**src/rtl/game_pkg.sv**
```systemverilog
// Shared types and constants for the keypad guessing-game round controller.
package game_pkg;

   typedef enum logic [2:0] {
      ST_IDLE     = 3'd0,
      ST_LOAD     = 3'd1,
      ST_WAIT_KEY = 3'd2,
      ST_CHECK    = 3'd3,
      ST_DONE     = 3'd4
   } state_t;

   // Reserved nibble code for a blanked 7-segment digit.
   localparam logic [3:0] DIGIT_BLANK = 4'hF;

endpackage

```
**src/rtl/round_timer.sv**
```systemverilog
// Per-guess timeout counter: clears on request, counts while enabled and
// flags expiry once it has reached TIMEOUT_CYCLES-1.
module round_timer #(
   parameter int TIMEOUT_CYCLES = 100_000_000
) (
   input  logic clk,
   input  logic reset,
   input  logic clear,
   input  logic enable,
   output logic expired
);

   localparam int CNT_W = $clog2(TIMEOUT_CYCLES);
   localparam logic [CNT_W-1:0] CNT_LAST = CNT_W'(TIMEOUT_CYCLES - 1);

   logic [CNT_W-1:0] cnt_q;
   logic [CNT_W-1:0] cnt_d;

   assign expired = (cnt_q == CNT_LAST);

   // Next count: clear wins, then count up, holding at the expiry value.
   always_comb begin
      cnt_d = cnt_q;
      if (clear) begin
         cnt_d = {CNT_W{1'b0}};
      end else if (enable && !expired) begin
         cnt_d = cnt_q + CNT_W'(1);
      end else begin
         cnt_d = cnt_q;
      end
   end

   // Counter register.
   always_ff @(posedge clk) begin
      if (reset) begin
         cnt_q <= {CNT_W{1'b0}};
      end else begin
         cnt_q <= cnt_d;
      end
   end

endmodule

```
**src/rtl/guess_game_ctrl.sv**
```systemverilog
// Multi-round, multi-try guessing-game controller: latches LFSR targets,
// judges keypad guesses with a per-guess timeout and drives display/motor.
module guess_game_ctrl
   import game_pkg::*;
#(
   parameter int KEY_W          = 4,
   parameter int MAX_TRIES      = 3,
   parameter int ROUNDS         = 4,
   parameter int TIMEOUT_CYCLES = 100_000_000,
   parameter int SCORE_W        = 8
) (
   input  logic             clk,
   input  logic             reset,
   input  logic             restart,
   input  logic [KEY_W-1:0] random,
   input  logic [KEY_W-1:0] key_value,
   input  logic             key_valid,
   output logic             motor_en,
   output logic             hit,
   output logic             miss,
   output logic             game_over,
   output logic [3:0]       digit3,
   output logic [3:0]       digit2,
   output logic [3:0]       digit1,
   output logic [3:0]       digit0
);

   localparam int SUM_W = ((SCORE_W > 4) ? SCORE_W : 4) + 1;
   localparam logic [3:0]         TRIES_INIT = 4'(MAX_TRIES);
   localparam logic [3:0]         ROUND_LAST = 4'(ROUNDS);
   localparam logic [SUM_W-1:0]   SCORE_MAX  = SUM_W'({SCORE_W{1'b1}});

   state_t              state_q, state_d;
   logic [3:0]          round_q, round_d;
   logic [3:0]          tries_q, tries_d;
   logic [SCORE_W-1:0]  score_q, score_d;
   logic [KEY_W-1:0]    target_q, target_d;
   logic [KEY_W-1:0]    guess_q, guess_d;
   logic                timed_out_q, timed_out_d;
   logic                key_prev_q;
   logic                motor_en_q, motor_en_d;
   logic                hit_q, hit_d;
   logic                miss_q, miss_d;
   logic                game_over_q, game_over_d;
   logic [3:0]          digit3_q, digit2_q, digit1_q, digit0_q;
   logic [3:0]          digit3_d, digit2_d, digit1_d, digit0_d;

   logic                key_edge;
   logic                timer_clear;
   logic                timer_en;
   logic                timer_expired;
   logic                round_over;
   logic [SUM_W-1:0]    score_sum;
   logic [SCORE_W+7:0]  score_ext;

   round_timer #(
      .TIMEOUT_CYCLES (TIMEOUT_CYCLES)
   ) u_round_timer (
      .clk     (clk),
      .reset   (reset),
      .clear   (timer_clear),
      .enable  (timer_en),
      .expired (timer_expired)
   );

   assign key_edge  = key_valid & ~key_prev_q;
   assign score_sum = SUM_W'(score_q) + SUM_W'(tries_q);

   // Next-state and datapath decisions; result pulses and display are
   // computed from the next values so everything lands in the same cycle.
   always_comb begin
      state_d     = state_q;
      round_d     = round_q;
      tries_d     = tries_q;
      score_d     = score_q;
      target_d    = target_q;
      guess_d     = guess_q;
      timed_out_d = timed_out_q;
      motor_en_d  = 1'b0;
      hit_d       = 1'b0;
      miss_d      = 1'b0;
      timer_clear = 1'b1;
      timer_en    = 1'b0;
      round_over  = 1'b0;
      case (state_q)
         ST_IDLE, ST_DONE: begin
            if (restart) begin
               state_d    = ST_LOAD;
               round_d    = 4'd1;
               score_d    = {SCORE_W{1'b0}};
               tries_d    = TRIES_INIT;
               motor_en_d = 1'b1;
            end else begin
               state_d = state_q;
            end
         end
         ST_LOAD: begin
            target_d = random;
            state_d  = ST_WAIT_KEY;
         end
         ST_WAIT_KEY: begin
            timer_clear = 1'b0;
            timer_en    = 1'b1;
            // A real key edge takes priority over a simultaneous expiry.
            if (key_edge) begin
               guess_d     = key_value;
               timed_out_d = 1'b0;
               state_d     = ST_CHECK;
            end else if (timer_expired) begin
               timed_out_d = 1'b1;
               state_d     = ST_CHECK;
            end else begin
               state_d = ST_WAIT_KEY;
            end
         end
         ST_CHECK: begin
            if (!timed_out_q && (guess_q == target_q)) begin
               hit_d      = 1'b1;
               round_over = 1'b1;
               if (score_sum > SCORE_MAX) begin
                  score_d = {SCORE_W{1'b1}};
               end else begin
                  score_d = score_sum[SCORE_W-1:0];
               end
            end else begin
               miss_d     = 1'b1;
               tries_d    = (tries_q != 4'd0) ? (tries_q - 4'd1) : 4'd0;
               round_over = (tries_q <= 4'd1);
            end
            if (round_over) begin
               if (round_q >= ROUND_LAST) begin
                  state_d = ST_DONE;
               end else begin
                  state_d    = ST_LOAD;
                  round_d    = round_q + 4'd1;
                  tries_d    = TRIES_INIT;
                  motor_en_d = 1'b1;
               end
            end else begin
               state_d = ST_WAIT_KEY;
            end
         end
         default: begin
            state_d = ST_IDLE;
         end
      endcase
      game_over_d = (state_d == ST_DONE);
      digit3_d    = round_d;
      digit2_d    = tries_d;
      digit1_d    = score_ext[7:4];
      digit0_d    = score_ext[3:0];
   end

   assign score_ext = {8'h00, score_d};

   // State, datapath and output registers.
   always_ff @(posedge clk) begin
      if (reset) begin
         state_q     <= ST_IDLE;
         round_q     <= 4'd0;
         tries_q     <= 4'd0;
         score_q     <= {SCORE_W{1'b0}};
         target_q    <= {KEY_W{1'b0}};
         guess_q     <= {KEY_W{1'b0}};
         timed_out_q <= 1'b0;
         key_prev_q  <= 1'b0;
         motor_en_q  <= 1'b0;
         hit_q       <= 1'b0;
         miss_q      <= 1'b0;
         game_over_q <= 1'b0;
         digit3_q    <= 4'd0;
         digit2_q    <= 4'd0;
         digit1_q    <= 4'd0;
         digit0_q    <= 4'd0;
      end else begin
         state_q     <= state_d;
         round_q     <= round_d;
         tries_q     <= tries_d;
         score_q     <= score_d;
         target_q    <= target_d;
         guess_q     <= guess_d;
         timed_out_q <= timed_out_d;
         key_prev_q  <= key_valid;
         motor_en_q  <= motor_en_d;
         hit_q       <= hit_d;
         miss_q      <= miss_d;
         game_over_q <= game_over_d;
         digit3_q    <= digit3_d;
         digit2_q    <= digit2_d;
         digit1_q    <= digit1_d;
         digit0_q    <= digit0_d;
      end
   end

   assign motor_en  = motor_en_q;
   assign hit       = hit_q;
   assign miss      = miss_q;
   assign game_over = game_over_q;
   assign digit3    = digit3_q;
   assign digit2    = digit2_q;
   assign digit1    = digit1_q;
   assign digit0    = digit0_q;

endmodule
```
**config.mk**
```make
export PLATFORM = sky130hd
export DESIGN_NAME = guess_game_ctrl
export DESIGN_NICKNAME = d
export VERILOG_FILES = /design/src/rtl/game_pkg.sv /design/src/rtl/round_timer.sv /design/src/rtl/guess_game_ctrl.sv
export SDC_FILE = /design/constraint.sdc
export NUM_CORES = 1
export LEC_CHECK = 0
export CAP_MARGIN = 20
export CELL_PAD_IN_SITES_DETAIL_PLACEMENT = 1
export CELL_PAD_IN_SITES_GLOBAL_PLACEMENT = 1
export CORE_ASPECT_RATIO = 0.9
export CORE_MARGIN = 5
export CORE_UTILIZATION = 39
export CTS_CLUSTER_SIZE = 14
export DETAILED_ROUTE_END_ITERATION = 8
export GPL_TIMING_DRIVEN = 0
export HOLD_SLACK_MARGIN = 0.15
export PLACE_DENSITY_LB_ADDON = 0.1
export SKIP_LAST_GASP = 1
export SLEW_MARGIN = 20
export SYNTH_ARGS = -nofsm -noshare
export SYNTH_HDL_FRONTEND = slang
export SYNTH_SLANG_ARGS = --single-unit
```
**constraint.sdc**
```tcl
create_clock -name clk -period 2.05 [get_ports clk]
set_input_delay 0.3075 -clock clk [delete_from_list [all_inputs] [get_ports clk]]
set_output_delay 0.3075 -clock clk [all_outputs]
set_load 0.005 [all_outputs]
```
==> impl_metrics.tcl <==
set metrics [dict create \
    cts_sinks 60 \
    rows 30 \
    status "finished, final reports clean" \
    drive_gt1_share_pct 13.2 \
    synth_nets 350 \
    yosysTopAreaCellShare_pct 40.5 \
    drt-total-wl_um 7370 \
    drt_pass1_iterations 4 \
    crit_fanout 6 \
    wl_per_cell_um 15.5 \
    grt_usage_pct 16.4 \
    die_w_um 102 \
    synth_edf_count 0 \
    clock_latency_ps 330 \
    yosysTopAreaCell "dfxtp_1" \
    p_leak_nw 1.21 \
    hold_viol 0 \
    cts_tree "built" \
    max_cap_violations 0 \
    cts_max_level 3 \
    clockRootBuffer "clkbuf_8" \
    n_antenna_cell 0 \
    antenna_found_initial 0 \
    fin_nets 394 \
    endpoint_kind "flip-flop" \
    area_delta_synth_final_pct 23.6 \
    setup_tns_ps 0 \
    hp-class "reg2reg" \
    synth.avg_cell_area_um2 8.95 \
    synth.area.top_cells "dfxtp_1 41%, nor2_1 6.0%, xnor2_1 5.3%, nand2_1 2.9%, a21oi_1 2.7%" \
    viasPerCell 5.38 \
    initial_utilization_pct 39.7 \
    grt_pass1_vias 2582 \
    hold_slack_ps 456 \
    setup_viol 0 \
    worstSetupPathType "reg2reg" \
    numCtsBuffers 9 \
    period_needed_ps 1930 \
    portBuffers 31 \
    period_share_pct 94.4 \
    grt_pass1_wl_um 12500 \
    gp_congestion 0.764 \
    pre_cts_ws_ps -324 \
    synth_warnings 0 \
    fin_skew_ps 9.04 \
    p_per_area_nw_per_um2 719 \
    yosys.cell_types.count 59 \
    tightest_slew_ps 608 \
    drt_iter0_markers 94 \
    ir_drop_mv 0.347 \
    cts_hold_buf 0 \
    start_kind "flip-flop" \
    dpl.hpwl_um 5390 \
    remaining_drc_errors 0 \
    final_util_pct 49.0 \
    fmax_mhz 517 \
    synth-async-reset-ratio_pct 0 \
    ys_seq_area_share_pct 40.5 \
    grt-ovfl-total 0 \
    arrival_ps 2180 \
    syn_area_um2 2960 \
    maxSlewViolCount 0 \
    setup_slack_ps 115 \
    core_area_um2 7470 \
    netlist_instances 331 \
    relSlewSlack_pct 59.3 \
    cts_buffer_depth 2 \
    vias 2560 \
    grt_max_degree 11 \
    drtAntennaViolNets 0 \
    die_h_um 92.7 \
    required_ps 2290 \
    ys_seq_elements 60 \
    cts.clk_slew.worst_paths_ps 70 \
    die_area_um2 9440 \
    synth_flop_cell "dfxtp_1" \
    num_io_pins 32 \
]
-- Yosys cell counts (3+ instances only) --
cell / n
buf_6: 4
or3_1: 6
o2bb2ai_1: 3
a211oi_1: 4
or4_1: 5
clkbuf_1: 4
xor2_1: 4
a31oi_1: 4
nand2b_1: 6
a21oi_1: 16
ha_1: 6
nor4_2: 5
nand3_1: 15
nor3_1: 12
mux2i_1: 8
o21ai_0: 11
xnor2_1: 18
inv_1: 11
nand2_1: 23
o31ai_1: 5
nor2_1: 47
dfxtp_1: 60
-- cell type report --
class / count / area (µm²)
fillers: 898 / 3810
multi-input cells: 249 / 1680
flip-flops and latches: 60 / 1210
repair buffers: 33 / 325
clock buffers: 12 / 145
well taps: 96 / 120
plain buffers: 11 / 73.8
clock inverters: 4 / 72.6
inverters: 11 / 41.3
-- layout by cell type, fill, tap and decap left out, types with 3 or more instances in the layout --
master and n:
clkbuf_1 6, buf_6 4, or4_1 5, o21ai_0 11, nand2b_1 6, xor2_1 4, a21oi_1 16, nand2_1 23
nor3b_2 3, nor2_1 47, nor3_1 11, inv_1 11, mux2i_1 8, clkbuf_8 10, clkdlybuf4s50_1 31, nand3_1 15
o2bb2ai_1 3, a211oi_1 4, xnor2_1 18, nor4_2 5, or3_1 6, ha_1 5, o31ai_1 4, dfxtp_1 57
a31oi_1 4
-- per-layer routing --
layer	track usage, %	wire length [µm]
met3	4.74	232
met4	3.39	48
met1	23.0	3730
met2	25.2	3360
met5	0	0
-- timing repair --
| item | CTS | global route |
|---|---|---|
| buffers inserted | 1 | 1 |
| endpoints found under the setup margin | 3 | 7 |
| resized for setup | 4 | 6 |
| pin swaps | 1 | 2 |
-- where the power goes --
group	internal [W]	total, W	switching (W)	leakage, nW
Sequential	0.00119	0.00122	0.0000278	0.487
Combinational	0.000102	0.000235	0.000133	0.619
Clock	0.000717	0.00118	0.000460	0.107
Total	0.00201	0.00263	0.000621	1.21
-- logic make-up (layout without fill, tap and decap cells) --
kind of cell    Yosys count  in the layout  share of synthesized area, %
xor+xnor                 22             22                          6.50
mux                       8              8                          2.70
compound gates           61             61                          13.7
simple gates            151            151                          29.4
flops                    60             60                          40.5
fa+ha+maj                 7              7                          3.21
buf+inv                  22             71                          3.88
-- stage by stage --
step                      total power (W)  std cells  cell area (µm²)
final                             0.00263        476             3660
after global routing              0.00276        476             3660
after CTS                         0.00268        475             3630
after detailed placement          0.00148        458             3390
after global placement            0.00147        458             3390
after floorplan                   0.00138        331             2960
-- critical path, stage by stage, from the launching register on --
cell and delay (ps):
dfxtp_4 380, ha_2 190, inv_1 60, fa_1 420, nor2b_2 200, o31ai_4 100
nor3_2 150, a21oi_1 100, a311oi_1 250
-- path summary, 6_finish.rpt --
check            start   endpoint  slack, ps  cells after the start
max          digit2[0]  flip-flop        120                      8
min          digit3[3]  digit3[3]        460                      2
max reg2reg  digit2[0]  flip-flop        120                      8
min reg2reg  digit3[3]  digit3[3]        460                      2
Note: power is estimated with default switching activity, not from simulation.
